$ cat src/rtl/dmem_arbiter.sv
// dmem_arbiter: shares the single data-memory port between the core load/store
// path (port A) and a DMA/debug requester (port B). Each accepted request becomes
// one BUSY cycle with a memory strobe, then one RESP cycle with a done pulse.
// Illegal accesses (misaligned or beyond the last word) are rejected without a strobe.
// Optional macro DMEM_ARB_FIXED_PRIO_EN: port A always wins ties, no round-robin state.
module dmem_arbiter #(
    parameter int unsigned MEM_BYTES = 65536
) (
    input  logic        clk,
    input  logic        rst_n,
    input  logic        a_req,
    input  logic        a_we,
    input  logic [31:0] a_addr,
    input  logic [31:0] a_wdata,
    output logic        a_gnt,
    output logic        a_done,
    output logic        a_err,
    output logic [31:0] a_rdata,
    input  logic        b_req,
    input  logic        b_we,
    input  logic [31:0] b_addr,
    input  logic [31:0] b_wdata,
    output logic        b_gnt,
    output logic        b_done,
    output logic        b_err,
    output logic [31:0] b_rdata,
    output logic        mem_we,
    output logic        mem_re,
    output logic [31:0] mem_addr,
    output logic [31:0] mem_wdata,
    input  logic [31:0] mem_rdata
);
    typedef enum logic [1:0] {IDLE = 2'd0, BUSY = 2'd1, RESP = 2'd2} state_t;

    localparam logic [31:0] LAST_WORD = 32'(MEM_BYTES - 4);

    state_t      state_q, state_d;
    logic        win_q, win_d;       // 1 = port B owns the current access
    logic        we_q, we_d;
    logic        err_q, err_d;
    logic [31:0] addr_q, addr_d;
    logic [31:0] wdata_q, wdata_d;
    logic [31:0] a_rdata_q, a_rdata_d;
    logic [31:0] b_rdata_q, b_rdata_d;

    logic        any_req;
    logic        sel_b;
    logic        sel_we;
    logic [31:0] sel_addr;
    logic [31:0] sel_wdata;
    logic [31:0] rd_capture;
    logic        busy_ok;

    assign any_req = a_req | b_req;

`ifdef DMEM_ARB_FIXED_PRIO_EN
    // Fixed priority: B only wins when A is not asking.
    always_comb sel_b = b_req & ~a_req;
`else
    logic last_q, last_d;            // 1 = B was granted last; resets to B so A wins the first tie

    // Round-robin: on a tie the port that was not granted last wins.
    always_comb sel_b = b_req & (~a_req | ~last_q);

    // Remember the most recent winner at each acceptance.
    always_comb last_d = (state_q == IDLE && any_req) ? sel_b : last_q;

    // Round-robin history register.
    always_ff @(posedge clk or negedge rst_n) begin
        if (!rst_n) last_q <= 1'b1;
        else        last_q <= last_d;
    end
`endif

    // Mux the winning port's request fields.
    always_comb begin
        sel_we    = sel_b ? b_we    : a_we;
        sel_addr  = sel_b ? b_addr  : a_addr;
        sel_wdata = sel_b ? b_wdata : a_wdata;
    end

    // Grants are only offered in IDLE; the inputs are latched on the same edge.
    assign a_gnt = (state_q == IDLE) && a_req && !sel_b;
    assign b_gnt = (state_q == IDLE) && sel_b;

    // Rejected accesses return zero instead of whatever the memory drives.
    assign rd_capture = err_q ? 32'h0 : mem_rdata;

    // Sequencer next-state: accept in IDLE, strobe in BUSY, respond in RESP.
    always_comb begin
        state_d   = state_q;
        win_d     = win_q;
        we_d      = we_q;
        err_d     = err_q;
        addr_d    = addr_q;
        wdata_d   = wdata_q;
        a_rdata_d = a_rdata_q;
        b_rdata_d = b_rdata_q;
        unique case (state_q)
            IDLE: begin
                if (any_req) begin
                    state_d = BUSY;
                    win_d   = sel_b;
                    we_d    = sel_we;
                    addr_d  = sel_addr;
                    wdata_d = sel_wdata;
                    err_d   = (sel_addr[1:0] != 2'b00) || (sel_addr > LAST_WORD);
                end
            end
            BUSY: begin
                state_d = RESP;
                // Good writes leave rdata alone; reads and rejects update it.
                if (err_q || !we_q) begin
                    if (win_q) b_rdata_d = rd_capture;
                    else       a_rdata_d = rd_capture;
                end
            end
            RESP:    state_d = IDLE;
            default: state_d = IDLE;
        endcase
    end

    // Sequencer state and access registers.
    always_ff @(posedge clk or negedge rst_n) begin
        if (!rst_n) begin
            state_q   <= IDLE;
            win_q     <= 1'b0;
            we_q      <= 1'b0;
            err_q     <= 1'b0;
            addr_q    <= 32'h0;
            wdata_q   <= 32'h0;
            a_rdata_q <= 32'h0;
            b_rdata_q <= 32'h0;
        end else begin
            state_q   <= state_d;
            win_q     <= win_d;
            we_q      <= we_d;
            err_q     <= err_d;
            addr_q    <= addr_d;
            wdata_q   <= wdata_d;
            a_rdata_q <= a_rdata_d;
            b_rdata_q <= b_rdata_d;
        end
    end

    // Memory strobes come straight from the state flop so reset kills them at once.
    assign busy_ok   = (state_q == BUSY) && !err_q;
    assign mem_we    = busy_ok && we_q;
    assign mem_re    = busy_ok && !we_q;
    assign mem_addr  = busy_ok ? addr_q : 32'h0;
    assign mem_wdata = (busy_ok && we_q) ? wdata_q : 32'h0;

    assign a_done  = (state_q == RESP) && !win_q;
    assign b_done  = (state_q == RESP) && win_q;
    assign a_err   = a_done && err_q;
    assign b_err   = b_done && err_q;
    assign a_rdata = a_rdata_q;
    assign b_rdata = b_rdata_q;

endmodule

$ cat config.mk
export PLATFORM = sky130hd
export DESIGN_NAME = dmem_arbiter
export DESIGN_NICKNAME = d
export VERILOG_FILES = /design/src/rtl/dmem_arbiter.sv
export SDC_FILE = /design/constraint.sdc
export NUM_CORES = 1
export LEC_CHECK = 0
export CAP_MARGIN = 20
export CORE_MARGIN = 4
export CORE_UTILIZATION = 45
export CTS_BUF_LIST = sky130_fd_sc_hd__clkbuf_8
export CTS_CLUSTER_SIZE = 25
export DETAILED_ROUTE_END_ITERATION = 8
export PLACE_DENSITY = 0.9
export REMOVE_ABC_BUFFERS = 1
export SLEW_MARGIN = 40
export SYNTH_ARGS = -nofsm -noshare
export SYNTH_HDL_FRONTEND = slang
export SYNTH_SLANG_ARGS = --single-unit
$ cat constraint.sdc
create_clock -name clk -period 2.7 [get_ports clk]
set_clock_uncertainty 0.1 [all_clocks]
set_input_delay 0.54 -clock clk [delete_from_list [all_inputs] [get_ports clk]]
set_output_delay 0.54 -clock clk [all_outputs]
set_load 0.02 [all_outputs]
==> metrics.md, run 1 <==
| Metric | Value |
|---|---|
| Status | `completed` |
| Via-per-instance ratio | `5.083` |
| Initial antenna violation count | `0` |
| Yosys top cell area share | `0.5051` |
| DP Wirelength | `14.65 mm` |
| CP dominant cell by count | `and2b_4` |
| CP arrival | `1.99 ns` |
| Fraction of layout cells with a size suffix above 1 | `0.2105` |
| Slew @ Worst Pin | `0.4578 ns` |
| Largest net degree at the start of global routing | `81` |
| Inst Count DP | `1023` |
| Cell taking the most area after synthesis | `dfrtp_1` |
| Die Area | `16640 sq um` |
| Core area | `14100 sq um` |
| Clock-pin slew on the worst setup and hold paths | `0.07 ns` |
| Row cnt | `43` |
| Count of pins over their slew limit | `0` |
| Area delta synth->final | `52.77%` |
| Most instantiated library cell after synthesis | `dfrtp_1` |
| Clock latency on the worst-skew pair | `0.44 ns` |
| CP max stage delay | `0.43 ns` |
| Average size of a mapped cell | `11.64 sq um` |
| Min-delay worst type | `reg2reg` |
| Max Clk Rate | `0.3808 GHz` |
| Most instantiated cells after synthesis | `133 x dfrtp_1, 65 x mux2i_1, 65 x nand2_1, 37 x and2_1` |
| Fill count | `985` |
| H-Tree Level Count | `4` |
| Synth warn | `0` |
| Synth unique cells | `36` |
| Max-Cap Viols | `0` |
| Remaining DRCs | `0` |
| DR WL/cell | `18.67 microns` |
| Initial DRC Count | `308` |
| 1st-pass router iterations | `4` |
| Sequential area share after synthesis | `0.5091` |
| Crit path launch type | `flip-flop` |
| Synth Register Bits | `134` |
| Final Util | `0.7141` |
| Root Driver | `clkbuf_8` |
| First-pass GRT wire length | `30.33 mm` |
| Ports | `302` |
| Crit-path cells | `and2b_4 -> and2b_4 -> buf_12 -> and3_1 -> clkdlybuf4s15_1` |
| Final Wtd Congestion | `0.8403` |
| Final worst setup slack | `0.07402 ns` |
| Total congestion overflow | `0` |
| Layout net count | `1032` |
| Number of global-route vias before repair | `5575` |
| Post-route insts no fill | `1059` |
| Top cells by area, synth | `dfrtp_1 51%, mux2i_1 9.9%, mux2_4 6.8%, mux2_2 5.8%, nand2_1 3.7%` |
| Setup crit end kind | `output pin` |
| Post-synthesis cell area | `6589 sq um` |
| EDFF count, synth | `0` |
| CTS Buf Count | `17` |
| CTS Sinks | `134` |
| CTS Buffer Depth | `2` |
| Via count | `5383` |
| Syn Inst Count | `566` |
| Area taken by multi-input logic gates | `2964 sq um` |
| IO Port Bufs | `301` |
| Final Hold Fails | `0` |
| Die width | `129.0 microns` |
| Final WL | `19.77 mm` |
| CTS tree | `yes` |
| Final Cycle Share | `0.9726` |
| Slew margin rel. | `0.6920` |
| Async SR Flop Fraction | `1.000` |
| Minimum clock period | `2.626 ns` |
| Pre-CTS WS | `0.004208 ns` |
| Design Power | `0.006793 W` |
| Global Route Usage Sum | `0.2343` |
| Fin area | `10070 sq um` |
| Final ANT Viol Nets | `0` |
| Slowest cell on crit path | `dfrtp_1` |
| Ys flop type | `dfrtp_1` |
| # diodes | `0` |
| Register area | `3356 sq um` |
| CP Class | `reg2out` |
| Worst IR Drop VDD | `0.3806 mV` |
| Die height | `129.0 microns` |
| Req. time, crit path | `2.06 ns` |
| Leak Pwr | `4.733 nW` |
| Power Dens Cells | `674.9 nW/um^2` |
| Final setup violation count | `0` |
| Placed cell areas | `9767 sq um` |
| Initial core utilization | `0.4674` |
| Crit path max fanout | `28` |
==> through the flow <==
| stage | hold slack [ns] | setup TNS, ns |
|---|---|---|
| 6_report | 0.3739 | 0 |
| 5_1_grt | 0.3992 | -0.02537 |
| 4_1_cts | 0.3784 | 0 |
| 3_5_place_dp | 0.3021 | 0 |
| 3_3_place_gp | 0.2994 | 0 |
| 2_1_floorplan | 0.1444 | -175.27 |
==> logic make-up (layout without fill, tap and decap cells) <==
kind of cell / after synthesis / after routing / share of synthesized area
AOI/OAI and AO/OA: 72 / 72 / 0.06172
buffers and inverters: 43 / 356 / 0.04595
DFF: 134 / 134 / 0.5091
muxes: 129 / 129 / 0.2252
and+or+nand+nor: 188 / 188 / 0.1580
==> power by group <==
part,leakage (nW),total (W),switching [W],internal (W)
clock,0.215,0.00176,0.000801,0.000961
combinational,2.77,0.00217,0.00117,0.00100
sequential,1.75,0.00286,0.000313,0.00255
==> placed cells by master (no fill, tap or decap), types with 3 or more instances in the layout <==
master           netlist  layout
clkbuf_8               0      19
clkbuf_2               4      41
bufinv_16              0       3
nor4_1                 6       6
nand2_1               65      65
and3_1                35      35
clkdlybuf4s15_2        0      15
clkdlybuf4s50_1        0     231
inv_1                  1       3
dlygate4sd2_1          0       4
mux2_2                34      34
o21ai_1               31      30
dfrtp_1              133     132
nor2b_1               32      32
mux2i_1               65      65
mux2_4                30      30
o21ai_0               35      35
buf_12                 0       7
clkdlybuf4s15_1        0       8
buf_4                  9      11
and2_1                37      37
==> critical path: cells and delay by family, from the launching register on <==
| kind | cells | cell delay, ns |
|---|---|---|
| DFF | 1 | 0.43 |
| and+or+nand+nor | 3 | 0.64 |
| buffers and inverters | 2 | 0.48 |
==> state kept, by name, summed over array words and instances (netlist names) <==
| signal | count |
|---|---|
| a_rdata | 32 |
| addr_q | 32 |
| b_rdata | 32 |
| wdata_q | 32 |
| state_q | 2 |
| err_q | 1 |
| last_q | 1 |
| we_q | 1 |
| win_q | 1 |
==> worst paths after layout <==
| kind | to | startpoint | slack [ns] | depth (start not counted) |
|---|---|---|---|---|
| worst max-delay path | mem_wdata[15] | state_q[1] | 0.07 | 5 |
| worst min-delay path | wdata_q[4] | wdata_q[4] | 0.37 | 2 |
| worst max register to register | b_rdata[13] | we_q | 0.69 | 5 |
| worst min register to register | wdata_q[4] | wdata_q[4] | 0.37 | 2 |
| max in group asynchronous | last_q | rst_n | 1.38 | 3 |
| min in group asynchronous | addr_q[3] | rst_n | 0.40 | 2 |
==> layer usage <==
layer,routed length [microns],part of all wire,vias to the layer above,track usage
met5,0,0,-,0
met4,270,0.014,0,0.06671
met3,1586,0.080,25,0.06932
met2,9921,0.50,239,0.4040
met1,7990,0.40,2565,0.2856
li1,-,-,2554,-
==> what timing repair did <==
action / in CTS / in global routing
setup buffers: 0 / 2
gates resized for setup: 143 / 51
endpoints found under the hold margin: 20 / 0
hold buffers: 1 / 0
gates cloned: 0 / 1
setup endpoints to repair: 71 / 67
==> cell type report <==
| class | instances | area share |
|---|---|---|
| Tap cell | 180 | 0.02237 |
| Clock buffer | 19 | 0.02598 |
| Inverter | 2 | 0.0007458 |
| Multi-Input combinational cell | 389 | 0.2945 |
| Clock inverter | 13 | 0.01566 |
| Timing Repair Buffer | 322 | 0.3074 |
| Sequential cell | 134 | 0.3334 |
No activity file was read; power rests on OpenSTA's default activity.
==> inputs of run 2 (changes only) <==
--- a/config.mk
+++ b/config.mk
@@ -13,6 +13,7 @@
 export DETAILED_ROUTE_END_ITERATION = 8
 export PLACE_DENSITY = 0.9
 export REMOVE_ABC_BUFFERS = 1
+export SETUP_SLACK_MARGIN = 0.15
 export SLEW_MARGIN = 40
 export SYNTH_ARGS = -nofsm -noshare
 export SYNTH_HDL_FRONTEND = slang
==> metrics.md, run 2 (synthesized netlist as in run 1, its figures left out) <==
| Metric | Value |
|---|---|
| Delay-heaviest family, CP | `simple AND/OR/NAND/NOR gates` |
| CTS Sinks | `134` |
| Placed cell areas | `9767 sq um` |
| Final worst setup slack | `0.1646 ns` |
| Initial core utilization | `0.4674` |
| Reg power frac | `0.421` |
| 1st-pass router iterations | `6` |
| Inst Count DP | `1023` |
| Setup crit end kind | `output pin` |
| Largest net degree at the start of global routing | `81` |
| CP bufs+invs | `3` |
| Clock latency on the worst-skew pair | `0.43 ns` |
| Remaining DRCs | `0` |
| Comb pwr share | `0.322` |
| Initial antenna violation count | `0` |
| CP arrival | `1.90 ns` |
| Worst r2r src | `we_q` |
| Power Dens Cells | `651.2 nW/um^2` |
| Via count | `5453` |
| Min-delay src | `wdata_q[4]` |
| CTS tree | `yes` |
| Grt met2 use | `0.4137` |
| R2r setup slk | `0.60 ns` |
| RSZ-0062 raised after global routing | `yes` |
| Row cnt | `43` |
| CP Class | `reg2out` |
| WHS | `0.3758 ns` |
| Start point of the critical path | `state_q[1]` |
| Total congestion overflow | `0` |
| Met3 Use GR | `0.07057` |
| CTS Buffer Depth | `2` |
| Internal power | `0.004513 W` |
| Max-Cap Viols | `0` |
| Highest-count cells in the layout ignoring fill and taps | `229 x clkdlybuf4s50_1, 132 x dfrtp_1, 65 x mux2i_1, 65 x nand2_1, 49 x buf_6` |
| Worst IR Drop VDD | `0.4131 mV` |
| Switching Share | `0.3396` |
| CTS Buf Count | `17` |
| Status | `completed` |
| Commonest non-fill, non-tap cell in the layout | `clkdlybuf4s50_1` |
| Gr busiest metal | `met2` |
| Final WL | `20.37 mm` |
| Met1 Usage GRT | `0.2958` |
| Die width | `129.0 microns` |
| Clock-pin slew on the worst setup and hold paths | `0.08 ns` |
| H-Tree Level Count | `4` |
| Design Power | `0.006835 W` |
| Initial DRC Count | `266` |
| Req. time, crit path | `2.06 ns` |
| Global Route Usage Sum | `0.2409` |
| Final Wtd Congestion | `0.8403` |
| Clk pwr share | `0.257` |
| Switch Pwr | `0.002321 W` |
| Layout net count | `1042` |
| Count of pins over their slew limit | `0` |
| CP dominant cell by count | `and2b_4` |
| Root Driver | `clkbuf_8` |
| Crit path launch type | `flip-flop` |
| Fin area | `10500 sq um` |
| Final setup violation count | `0` |
| Crit-path cells | `and2b_4 -> and2b_4 -> buf_12 -> clkbuf_16 -> and3_4 -> buf_6` |
| Leak Pwr | `4.884 nW` |
| Fraction of layout cells with a size suffix above 1 | `0.2587` |
| Crit path max fanout | `7` |
| IO Port Bufs | `301` |
| # diodes | `0` |
| Number of global-route vias before repair | `5647` |
| Final Cycle Share | `0.9391` |
| Slowest cell on crit path | `dfrtp_1` |
| Via-per-instance ratio | `5.101` |
| Max Clk Rate | `0.3944 GHz` |
| DR WL/cell | `19.05 microns` |
| Minimum clock period | `2.535 ns` |
| Final Hold Fails | `0` |
| Slew @ Worst Pin | `0.4593 ns` |
| Slew margin rel. | `0.6938` |
| Core area | `14100 sq um` |
| Pre-CTS WS | `0.004208 ns` |
| CP max stage delay | `0.41 ns` |
| Die Area | `16640 sq um` |
| Final ANT Viol Nets | `0` |
| Ports | `302` |
| DP Wirelength | `14.65 mm` |
| First-pass GRT wire length | `31.11 mm` |
| Area delta synth->final | `59.29%` |
| Min-delay worst type | `reg2reg` |
| Die height | `129.0 microns` |
| Post-route insts no fill | `1069` |
## run 2: cell count changes in the layout (fill, tap and decap cells not counted), moves of 7 or more
cell	change
clkbuf_2	-41
and2_4	+10
and2_1	-10
and3_1	-15
buf_4	+7
clkdlybuf4s15_2	-14
clkdlybuf4s15_1	-8
and3_4	+15
buf_2	+15
buf_6	+47
## run 2: path summary, 6_finish.rpt
path                                  to  cells past startpoint
setup / recovery           mem_wdata[20]                      6
hold / removal                wdata_q[4]                      2
setup reg to reg             b_rdata[30]                      5
hold reg to reg               wdata_q[4]                      2
max in group asynchronous         last_q                      3
min in group asynchronous      addr_q[3]                      2
## run 2: what timing repair did
item | in CTS | in global routing
setup endpoints to repair | 72 | 52
pin swaps | 0 | 1
gates resized for setup | 329 | 67
hold buffers | 1 | 0
hold endpoints to repair | 20 | 0
setup buffers | 5 | 3
cloned | 2 | 3
## run 2: stage by stage
stage,utilization,setup TNS (ns)
5_1_grt,0.7445,0
3_5_place_dp,0.6929,0
3_3_place_gp,0.6929,0
4_1_cts,0.7197,0
2_1_floorplan,-,-175.27
6_report,0.7445,0
## run 2: power by group through the flow
stage                     sequential [W]  combinational (W)  clock (W)
after global placement           0.00284            0.00210          0
final                            0.00288            0.00220    0.00176
after global routing             0.00294            0.00243    0.00191
after detailed placement         0.00288            0.00217          0
after CTS                        0.00285            0.00217    0.00180
after floorplan                  0.00282            0.00132          0
## run 2: per-layer routing
layer / share of wire / vias to the layer above
met1: 0.39 / 2619
met5: 0 / -
met4: 0.014 / 0
met2: 0.51 / 236
li1: - / 2574
met3: 0.080 / 24
## run 2: layout make-up
type,count,area (sq um)
flip-flops and latches,134,3356
repair buffers,332,3430
well taps,180,225.2
inverters,2,7.507
multi-input cells,389,3058
clock inverters,13,157.7
fillers,915,3601
clock buffers,19,261.5
## run 2: tightest hold or removal path: cells and delay by family, from the launching register on
family,cells,cell delay [ns]
flip-flops,1,0.34
AND/OR/NAND/NOR,1,0.04
AO/OA/AOI/OAI,1,0.06
==> inputs of run 3 (changes only) <==
--- a/config.mk
+++ b/config.mk
@@ -11,6 +11,7 @@
 export CTS_BUF_LIST = sky130_fd_sc_hd__clkbuf_8
 export CTS_CLUSTER_SIZE = 25
 export DETAILED_ROUTE_END_ITERATION = 8
+export HOLD_SLACK_MARGIN = 0.06
 export PLACE_DENSITY = 0.9
 export REMOVE_ABC_BUFFERS = 1
 export SETUP_SLACK_MARGIN = 0.15
==> results of run 3 <==
Same layout as run 2: the final DEF is identical, and so are final timing and power.
